==> src/rtl/sram_arb_pkg.sv <==
// Shared types and constants for the SRAM port arbiter.
// Arbitration modes and the starvation counter width.
package sram_arb_pkg;

  typedef enum logic {
    PREF_WR = 1'b0,
    PREF_RD = 1'b1
  } arb_state_e;

  localparam int ARB_RR       = 0;
  localparam int ARB_WR_PRI   = 1;
  localparam int STARVE_CNT_W = 8;

endpackage

==> src/rtl/arb_starve_cnt.sv <==
// Saturating count of write grants taken while a read waits.
// o_near flags the count one below the limit for next-state lookahead.
module arb_starve_cnt
  import sram_arb_pkg::*;
#(
  parameter int STARVE_MAX = 4
) (
  input  logic                    i_clk,
  input  logic                    i_rst,
  input  logic                    i_inc,
  input  logic                    i_clr,
  output logic [STARVE_CNT_W-1:0] o_cnt,
  output logic                    o_hit,
  output logic                    o_near
);

  localparam logic [STARVE_CNT_W-1:0] LIM =
    STARVE_CNT_W'(STARVE_MAX);
  localparam logic [STARVE_CNT_W-1:0] LIM_M1 =
    STARVE_CNT_W'(STARVE_MAX - 1);

  logic [STARVE_CNT_W-1:0] r_cnt;

  always_ff @(posedge i_clk or posedge i_rst) begin
    if (i_rst) begin
      r_cnt <= '0;
    end else if (i_clr) begin
      r_cnt <= '0;
    end else if (i_inc && (r_cnt != '1)) begin
      r_cnt <= r_cnt + 1'b1;
    end
  end

  assign o_cnt  = r_cnt;
  assign o_hit  = (r_cnt == LIM);
  assign o_near = (r_cnt == LIM_M1);

endmodule

==> src/rtl/sram_port_arbiter.sv <==
// Shares one 1RW SRAM between a write and a read requester.
// One grant per cycle; read data returns two cycles after the grant.
module sram_port_arbiter
  import sram_arb_pkg::*;
#(
  parameter int DATA_W     = 128,
  parameter int ADDR_W     = 8,
  parameter int ARB_MODE   = 1,
  parameter int STARVE_MAX = 4
) (
  input  logic                    clk_i,
  input  logic                    rst,
  input  logic                    en_i,
  input  logic                    wr_valid_i,
  input  logic [ADDR_W-1:0]       wr_addr_i,
  input  logic [DATA_W-1:0]       wr_data_i,
  output logic                    wr_ready_o,
  input  logic                    rd_valid_i,
  input  logic [ADDR_W-1:0]       rd_addr_i,
  output logic                    rd_ready_o,
  output logic [DATA_W-1:0]       rd_data_o,
  output logic                    rd_data_valid_o,
  output logic                    sram_cs_n_o,
  output logic                    sram_wr_n_o,
  output logic [ADDR_W-1:0]       sram_addr_o,
  output logic [DATA_W-1:0]       sram_din_o,
  input  logic [DATA_W-1:0]       sram_dout_i,
  output logic [STARVE_CNT_W-1:0] starve_cnt_o
);

  arb_state_e r_state;
  arb_state_e w_state_nxt;

  logic              w_en;
  logic              w_pref_rd;
  logic              w_contend;
  logic              w_wr_gnt;
  logic              w_rd_gnt;
  logic              w_inc;
  logic              w_hit;
  logic              w_near;
  logic [ADDR_W-1:0] r_addr;
  logic              r_rd_pend;
  logic              r_rd_vld;
  logic [DATA_W-1:0] r_rd_data;

  // Reset also blocks grants so no command leaks out during reset.
  assign w_en      = en_i & ~rst;
  assign w_pref_rd = (r_state == PREF_RD);
  assign w_contend = wr_valid_i & rd_valid_i;

  assign w_wr_gnt = w_en & wr_valid_i
                  & (~rd_valid_i | ~w_pref_rd);
  assign w_rd_gnt = w_en & rd_valid_i
                  & (~wr_valid_i | w_pref_rd);

  assign w_inc = (ARB_MODE == ARB_WR_PRI)
               & w_wr_gnt & rd_valid_i;

  arb_starve_cnt #(
    .STARVE_MAX (STARVE_MAX)
  ) u_starve (
    .i_clk  (clk_i),
    .i_rst  (rst),
    .i_inc  (w_inc),
    .i_clr  (w_rd_gnt),
    .o_cnt  (starve_cnt_o),
    .o_hit  (w_hit),
    .o_near (w_near)
  );

  always_ff @(posedge clk_i or posedge rst) begin
    if (rst) begin
      r_state <= PREF_WR;
    end else begin
      r_state <= w_state_nxt;
    end
  end

  // Switch to PREF_RD in the same cycle the limit is reached.
  always_comb begin
    w_state_nxt = r_state;
    if (ARB_MODE == ARB_RR) begin
      if (w_contend && (w_wr_gnt || w_rd_gnt)) begin
        w_state_nxt = w_wr_gnt ? PREF_RD : PREF_WR;
      end
    end else begin
      if (w_rd_gnt) begin
        w_state_nxt = PREF_WR;
      end else if (w_hit || (w_inc && w_near)) begin
        w_state_nxt = PREF_RD;
      end
    end
  end

  assign wr_ready_o  = w_wr_gnt;
  assign rd_ready_o  = w_rd_gnt;
  assign sram_cs_n_o = ~(w_wr_gnt | w_rd_gnt);
  assign sram_wr_n_o = ~w_wr_gnt;
  assign sram_din_o  = wr_data_i;
  assign sram_addr_o = w_wr_gnt ? wr_addr_i
                     : w_rd_gnt ? rd_addr_i
                     : r_addr;

  always_ff @(posedge clk_i or posedge rst) begin
    if (rst) begin
      r_addr    <= '0;
      r_rd_pend <= 1'b0;
      r_rd_vld  <= 1'b0;
      r_rd_data <= '0;
    end else begin
      r_addr    <= sram_addr_o;
      r_rd_pend <= w_rd_gnt;
      r_rd_vld  <= r_rd_pend;
      if (r_rd_pend) begin
        r_rd_data <= sram_dout_i;
      end
    end
  end

  assign rd_data_o       = r_rd_data;
  assign rd_data_valid_o = r_rd_vld;

endmodule

==> config.mk <==
export PLATFORM = sky130hd
export DESIGN_NAME = sram_port_arbiter
export DESIGN_NICKNAME = d
export VERILOG_FILES = /design/src/rtl/sram_arb_pkg.sv /design/src/rtl/arb_starve_cnt.sv /design/src/rtl/sram_port_arbiter.sv
export SDC_FILE = /design/constraint.sdc
export NUM_CORES = 1
export LEC_CHECK = 0
export CAP_MARGIN = 20
export CORE_AREA = 2 2 218 220
export CTS_CLUSTER_SIZE = 20
export DETAILED_ROUTE_END_ITERATION = 8
export DIE_AREA = 0 0 220 222
export PLACE_DENSITY = 0.47
export SKIP_CTS_REPAIR_TIMING = 1
export SLEW_MARGIN = 25
export SYNTH_ARGS = -nofsm -noshare
export SYNTH_HDL_FRONTEND = slang
export SYNTH_SLANG_ARGS = --single-unit
export TNS_END_PERCENT = 10
==> constraint.sdc <==
create_clock -name clk_i -period 8.8 [get_ports clk_i]
set_clock_uncertainty 0.05 [all_clocks]
set_input_delay 1.76 -clock clk_i [delete_from_list [all_inputs] [get_ports clk_i]]
set_output_delay 1.76 -clock clk_i [all_outputs]
set_load 0.03 [all_outputs]
==> results of run 1 <==
## per-layer routing
layer	vias to the layer above	GRT usage (%)	share of wire, %
li1	1941	-	-
met4	0	4.200	2.5
met3	28	5.103	12
met2	250	12.41	48
met5	-	0.3030	0
met1	2107	8.537	38
## kinds of logic (layout without fill, tap and decap cells)
family          after synthesis  after routing
buf+inv                     150            340
flops                       147            147
mux                         137            137
simple gates                 37             37
compound gates               25             25
fa+ha+maj                     2              2
## worst max-delay path: cells and delay by family
family | cells | cell delay, ps
buffers and inverters | 3 | 1520
AO/OA/AOI/OAI | 1 | 430
AND/OR/NAND/NOR | 1 | 710
## worst max-delay path by stage
stage	end	slack, ps
after floorplan	sram_addr_o[0]	140
after global placement	sram_addr_o[1]	2440
after detailed placement	sram_addr_o[1]	2430
after CTS	sram_addr_o[1]	2400
after global routing	sram_addr_o[1]	2200
final	sram_addr_o[1]	2550
## synth_stat cells (all sizes together)
cell type,number
mux2i,8
nor2,15
o31ai,1
inv,6
nor2b,1
a211oi,1
nand3b,1
nand3,4
nand2,5
and2b,1
and3b,1
or3,1
a22o,2
o211ai,1
nor3,1
a21oi,12
a21o,1
ha,2
and4,1
o21ai,1
o22a,2
clkbuf,2
a31oi,3
buf,142
mux2,129
a31o,1
dfrtp,147
or4,2
nand4,3
and3,1
## per-stage QoR
step           area (sq um)  util [%]  cells  setup WS [ps]  power (mW)
2_1_floorplan          6649         -    498          135.3       1.862
3_3_place_gp           9378     20.27   1262           2444       2.377
3_5_place_dp           9378     20.27   1262           2425       2.387
4_1_cts               10020     21.66   1294           2403       3.238
5_1_grt               10040     21.70   1295           2202       3.335
6_report              10040     21.70   1295           2553       3.168
## registers in the layout, indices dropped and copies added, names as in the netlist
signal and cells:
rd_data_valid_o 1, u_starve.o_cnt 8, r_rd_pend 1, rd_data_o 128, r_addr 8, r_state 1
## cell type report
class | instances | area, sq um | share of cell area (%)
flip-flops and latches | 147 | 3682 | 36.68
repair buffers | 302 | 3023 | 30.11
multi-input cells | 201 | 1906 | 18.98
well taps | 607 | 759.5 | 7.566
clock buffers | 20 | 436.7 | 4.350
clock inverters | 12 | 203.9 | 2.032
inverters | 6 | 27.53 | 0.2742
## layout by cell type (no fill, tap or decap), types with 2 or more instances in the layout
master             n
mux2_2           129
a22o_1             2
ha_1               2
clkbuf_16         17
clkinv_4           3
nor2_1            15
buf_4              4
dfrtp_1          146
nand3_1            4
bufinv_16          5
or4_1              2
a31oi_1            3
clkdlybuf4s50_1  297
inv_1              5
nand2_1            5
inv_6              3
clkbuf_1           3
o22a_1             2
nand4_1            3
a21oi_1           12
clkinv_2           2
mux2i_1            8
## power groups by stage
stage          Combinational (mW)  Sequential [mW]  Clock, mW
3_5_place_dp                 1.34             1.05          0
5_1_grt                      1.39             1.06      0.887
4_1_cts                      1.34             1.04      0.860
6_report                     1.33             1.03      0.814
3_3_place_gp                 1.34             1.04          0
2_1_floorplan               0.376             1.49          0
==> impl_metrics.ini, run 1 <==
[synthesis]
synth_top_family_by_area = multiplexers
synth_adder_area_share_pct = 0.3764
synth.top_cell.area_share_pct = 55.33
ys_types = 33
synth-xor-area-share_pct = 0
synth_seq_cells = 147
synthTopCellsByArea = dfrtp_1 55%, mux2_2 22%, buf_4 14%
synth-compound-area-share_pct = 2.371
synthesis.nets = 777
synth-simple-area-share_pct = 2.860
synthCells = 498
synth_area_leader_cell = dfrtp_1
yosys_warnings = 0
synth_area_per_cell_sq_um = 13.35
seq_area_frac_synth_pct = 55.33
syn-cell-area_sq_um = 6649
synth.mux.area_fraction_pct = 23.05

[die]
die_area_sq_um = 48840
die_h_um = 222
row_count = 79
die_w_um = 220
ios = 554
core-area_sq_um = 46260
initial_core_util_pct = 14.37

[routing]
dr.pass1.iters = 4
wl_per_cell_um = 15.01
routed_wl_um = 19440
antenna_left = 0
routed_via_density = 3.341
vias = 4326
drc = 0
drtIter0Drc = 140

[power]
leakagePower_nw = 3.890
comb_power_share_pct = 41.8
seqPwrFrac_pct = 32.5
p_int_mw = 2.037
power.switching_mw = 1.131
clockPowerShare_pct = 25.7
ir_drop_uv = 180.1
power.density_nw_per_um2 = 315.6
swShare_pct = 35.70

[grt]
grt_util_all_layers_pct = 8.101
grt_pass1_vias = 4496
grt_max_degree = 68
globalRouteOverflowTotal = 0
grt_pass1_wl_um = 28460
antenna_found_initial = 0

[critical_path]
critPathRequiredTime_ps = 6990
worstRegToRegCells = 2
reg2reg_from = r_rd_pend
crit_slowest_cell = clkdlybuf4s50_1
end_kind = primary output
crit_type = input pin to primary output
critPathMaxStageDelay_ps = 750
cpMostUsedCell = clkdlybuf4s50_1
setup.worst_path.start = rst
cp-start-kind = input pin
path_cells = clkdlybuf4s50_1, inv_6, nand4_1, a21oi_1, clkdlybuf4s50_1
path_max_fanout = 31
critical_path_arrival_ps = 4440
r2r_slack_ps = 6660
timing.rr.end = rd_data_o[38]

[job]
maxCapViolCount = 0

[clock_tree]
clockBufferDepth = 2
clock-sinks = 147
root_buffer = clkbuf_16
htree_levels = 4
cts_tree = done
insertion_delay_ps = 460
clk_pin_slew_ps = 60
numCtsBuffers = 17

[sta]
fin_crit_ps = 6247
timing_worst_slew_pin_value_ps = 838.4
min_period_over_period_pct = 70.99
fin_setup_tns_ps = 0
fin_hold_ws_ps = 453.8
rsz0062_at_grt = no
setup_viol = 0
maxSlewViolCount = 0
hold_viol = 0
max_freq_ghz = 0.1601
slew_headroom_pct = 44.11

[hold_path]
hold_path_startpoint = rd_data_o[1]
hold_depth = 1
worstHoldPathType = register to register
hold_end = rd_data_o[1]

[final_layout]
final_nets = 954
area_growth_pct = 50.98
drive_above_1_share_pct = 24.71
antenna_cells = 0
fill_cells = 4996

[place]
place_congestion = 0.7153
place_hpwl_um = 14280
port_buffers = 297

[run_status]
status = finished clean
Power figures use the tool's default switching activity.
==> run 2: changes to the inputs <==
==> constraint.sdc (replaced) <==
create_clock -name clk_i -period 6.37 [get_ports clk_i]
set_clock_uncertainty 0.05 [all_clocks]
set_input_delay 1.274 -clock clk_i [delete_from_list [all_inputs] [get_ports clk_i]]
set_output_delay 1.274 -clock clk_i [all_outputs]
set_load 0.03 [all_outputs]
==> run 2 against run 1 <==
Against the previous run: core utilization is 0.12 points lower; register-to-register slack worse by 2800 ps; setup slack worse by 1100 ps; critical path depth stayed put; cell count stayed put; final area is 0.56% lower; power is 35% higher; count of clock-buffer cells in the layout is 1 higher; critical endpoint is now sram_addr_o[3]; largest power group unchanged.
==> impl_metrics.ini, run 2 (synthesized netlist as in run 1, its figures left out) <==
[final_layout]
drive_above_1_share_pct = 25.15
final_cell_mix = 297 x clkdlybuf4s50_1, 146 x dfrtp_1, 129 x mux2_2, 17 x clkbuf_16, 14 x nor2_1
area_growth_pct = 50.13
final_nets = 954
stdcell_area_sq_um = 9982
largest_reg_flops = 128
antenna_cells = 0
mostFrequentLayoutCell = clkdlybuf4s50_1

[critical_path]
path_cells = clkdlybuf4s50_1, nand2_1, nand4_1, a21oi_1, clkdlybuf4s50_1
crit_buf_inv = 2
path_max_fanout = 18
critPathMaxStageDelay_ps = 720
end_kind = primary output
crit_slowest_cell = clkdlybuf4s50_1
critPathRequiredTime_ps = 5050
crit_type = input pin to primary output
cpMostUsedCell = clkdlybuf4s50_1
critical_path_arrival_ps = 3620
crit_family = buffers and inverters
cp-start-kind = input pin

[die]
die_area_sq_um = 48840
initial_core_util_pct = 14.37
row_count = 79
die_w_um = 220
die_h_um = 222
core-area_sq_um = 46260
ios = 554

[power]
p_int_mw = 2.724
clockPowerShare_pct = 24.1
swShare_pct = 36.38
comb_power_share_pct = 42.7
leakagePower_nw = 3.848
ir_drop_uv = 220.4
seqPwrFrac_pct = 33.2
power.density_nw_per_um2 = 429.0
power.switching_mw = 1.558

[routing]
drtIter0Drc = 202
vias = 4293
routed_via_density = 3.315
antenna_left = 0
drc = 0
routed_wl_um = 19200
wl_per_cell_um = 14.83
dr.pass1.iters = 4

[sta]
fin_crit_ps = 4944
worst_slack_ps = 1426
setup_viol = 0
hold_viol = 0
min_period_over_period_pct = 77.61
maxSlewViolCount = 0
fin_hold_ws_ps = 452.4
fin_setup_tns_ps = 0
slew_headroom_pct = 34.49
timing_worst_slew_pin_value_ps = 982.6
max_freq_ghz = 0.2023
rsz0062_at_grt = no

[clock_tree]
numCtsBuffers = 17
root_buffer = clkbuf_16
insertion_delay_ps = 470
clock-sinks = 147
cts_tree = done
htree_levels = 4
clk_pin_slew_ps = 60
clockBufferDepth = 2

[hold_path]
worstHoldPathType = register to register

[place]
port_buffers = 297
place_hpwl_um = 14250
place_congestion = 0.6827
post-place-ws_ps = 1385
dpl_cell_area_sq_um = 9387

[run_status]
status = finished clean

[grt]
grt_max_degree = 69
grt_util_all_layers_pct = 8.047
antenna_found_initial = 0
globalRouteOverflowTotal = 0
grt_pass1_vias = 4470
grt_pass1_wl_um = 28600

[job]
maxCapViolCount = 0
## run 2: per-layer routing
layer | GRT usage (%) | part of all wire (%)
met1 | 8.549 | 37
met2 | 12.44 | 49
met3 | 4.595 | 12
met4 | 4.568 | 2.6
met5 | 0 | 0
## run 2: per-stage QoR
stage,util [%],power (mW),std cells
detailed placement,20.29,3.295,1263
global route,21.58,4.516,1295
global placement,20.29,3.281,1263
finish,21.58,4.282,1295
floorplan,-,2.573,498
CTS,21.58,4.386,1295
## run 2: area by class of cell
type                    count  area [sq um]
fillers                  4981         36280
flip-flops and latches    147          3682
repair buffers            302          3010
multi-input cells         201          1908
well taps                 607         759.5
clock buffers              21         470.5
clock inverters            11         125.1
inverters                   6         26.28
## run 2: power by group through the flow
stage                     logic [mW]  registers (mW)  clock network [mW]
after floorplan                0.519            2.05                   0
after global placement          1.85            1.43                   0
after detailed placement        1.85            1.44                   0
after CTS                       1.86            1.43                1.10
after global routing            1.91            1.47                1.13
final                           1.83            1.42                1.03
## run 2: path summary, 6_finish.rpt
check	from	end	slack [ps]	cells after the start
worst min register to register	rd_data_o[7]	rd_data_o[7]	450	1
min in group asynchronous	rst	u_starve.o_cnt[7]	1320	3
worst max-delay path	rd_valid_i	sram_addr_o[3]	1430	5
max in group asynchronous	rst	rd_data_o[126]	3730	4
worst min-delay path	rd_data_o[7]	rd_data_o[7]	450	1
worst max register to register	r_rd_pend	rd_data_o[80]	3890	2
==> run 3: changes to the inputs <==
==> constraint.sdc (replaced) <==
create_clock -name clk_i -period 4.9 [get_ports clk_i]
set_clock_uncertainty 0.05 [all_clocks]
set_input_delay 0.98 -clock clk_i [delete_from_list [all_inputs] [get_ports clk_i]]
set_output_delay 0.98 -clock clk_i [all_outputs]
set_load 0.03 [all_outputs]
==> run 3 against run 2 <==
Against the previous run: final area increased by 0.31%; global-route usage decreased by 0.082 points; highest routed layer unchanged; wire length increased by 2.5%; core utilization increased by 0.068 points.
==> impl_metrics.ini, run 3 (synthesized netlist as in run 1, its figures left out) <==
[final_layout]
mostFrequentLayoutCell = clkdlybuf4s50_1
drive_above_1_share_pct = 25.84
area_growth_pct = 50.60
multi_input_area_sq_um = 1913
largest_reg_flops = 128
stdcell_area_sq_um = 10010
seqCellArea_sq_um = 3682
antenna_cells = 0
final_nets = 953
fill_cells = 4983
final_cell_mix = 289 x clkdlybuf4s50_1, 146 x dfrtp_1, 129 x mux2_2, 17 x clkbuf_16, 14 x nor2_1

[routing]
vias = 4317
wl_per_cell_um = 15.23
drtIter0Drc = 106
routed_via_density = 3.341
antenna_left = 0
routed_wl_um = 19670
drc = 0
dr.pass1.iters = 4

[critical_path]
crit_type = input pin to primary output
end_kind = primary output
cp-start-kind = input pin
path_max_fanout = 12
critical_path_arrival_ps = 2920
critPathRequiredTime_ps = 3870

[sta]
hold_viol = 0
max_freq_ghz = 0.2530
worst_slack_ps = 947.1
fin_setup_tns_ps = 0
maxSlewViolCount = 0
rsz0062_at_grt = no
fin_crit_ps = 3953
slew_headroom_pct = 38.97
min_period_over_period_pct = 80.67
setup_viol = 0
timing_worst_slew_pin_value_ps = 915.4

[hold_path]
worstHoldPathType = register to register

[clock_tree]
insertion_delay_ps = 470
root_buffer = clkbuf_16
clock-sinks = 147
cts_tree = done
numCtsBuffers = 17
clk_pin_slew_ps = 50
clockBufferDepth = 2
htree_levels = 4

[power]
ir_drop_uv = 234.5
power.density_nw_per_um2 = 564.8
leakagePower_nw = 3.882

[grt]
grt_pass1_vias = 4392
grt_util_all_layers_pct = 7.964
antenna_found_initial = 0
grt_pass1_wl_um = 27890
globalRouteOverflowTotal = 0
grt_max_degree = 148

[die]
ios = 554
core-area_sq_um = 46260
die_h_um = 222
die_w_um = 220
die_area_sq_um = 48840
initial_core_util_pct = 14.37
row_count = 79

[place]
place_hpwl_um = 14480
dpl_cell_area_sq_um = 9389
place_congestion = 0.7118
port_buffers = 297
post-place-ws_ps = 911.2

[run_status]
status = finished clean

[job]
maxCapViolCount = 0
## run 3: cell count changes in the layout (fill, tap and decap cells not counted), moves of 2 or more
cell	before	now
clkinvlp_4	6	2
bufinv_16	2	4
clkdlybuf4s50_1	297	289
buf_4	5	10
buf_12	0	2
## run 3: power by group
part,internal [mW],total (mW),switching (mW)
combinational,1.11,2.37,1.26
sequential,1.64,1.85,0.219
clock,0.887,1.43,0.542
total,3.63,5.66,2.02
## run 3: layer usage
layer	share of wire [%]	GRT usage, %
met5	0	0
met4	2.5	4.785
met3	12	4.554
met1	38	8.383
met2	48	12.27
## run 3: final cells by class
class	count	share of cell area, %
flip-flops and latches	147	36.77
repair buffers	301	30.04
multi-input cells	201	19.11
well taps	607	7.585
clock buffers	22	4.736
clock inverters	8	1.499
inverters	6	0.2624
## run 3: path summary, 6_finish.rpt
kind | end | slack [ps] | from | cells after the start
setup / recovery | sram_wr_n_o | 950 | rst | 5
hold / removal | rd_data_o[56] | 450 | rd_data_o[56] | 1
setup reg to reg | rd_data_o[97] | 2950 | r_rd_pend | 2
hold reg to reg | rd_data_o[56] | 450 | rd_data_o[56] | 1
max in group asynchronous | rd_data_o[101] | 3000 | rst | 3
min in group asynchronous | rd_data_o[4] | 1080 | rst | 3
## run 3: per-stage QoR
| stage | cells | utilization [%] | power, mW | hold WS (ps) |
|---|---|---|---|---|
| after floorplan | 498 | - | 3.346 | 317.2 |
| after global placement | 1262 | 20.30 | 4.267 | 438.2 |
| after detailed placement | 1262 | 20.30 | 4.293 | 444.1 |
| after CTS | 1292 | 21.65 | 5.790 | 458.2 |
| after global routing | 1292 | 21.65 | 5.956 | 464.0 |
| final | 1292 | 21.65 | 5.656 | 452.6 |
## run 3: critical path: stages
cell and delay, ps:
clkdlybuf4s50_1 530, clkinvlp_4 130, nand4_1 310, buf_4 270, clkdlybuf4s50_1 690
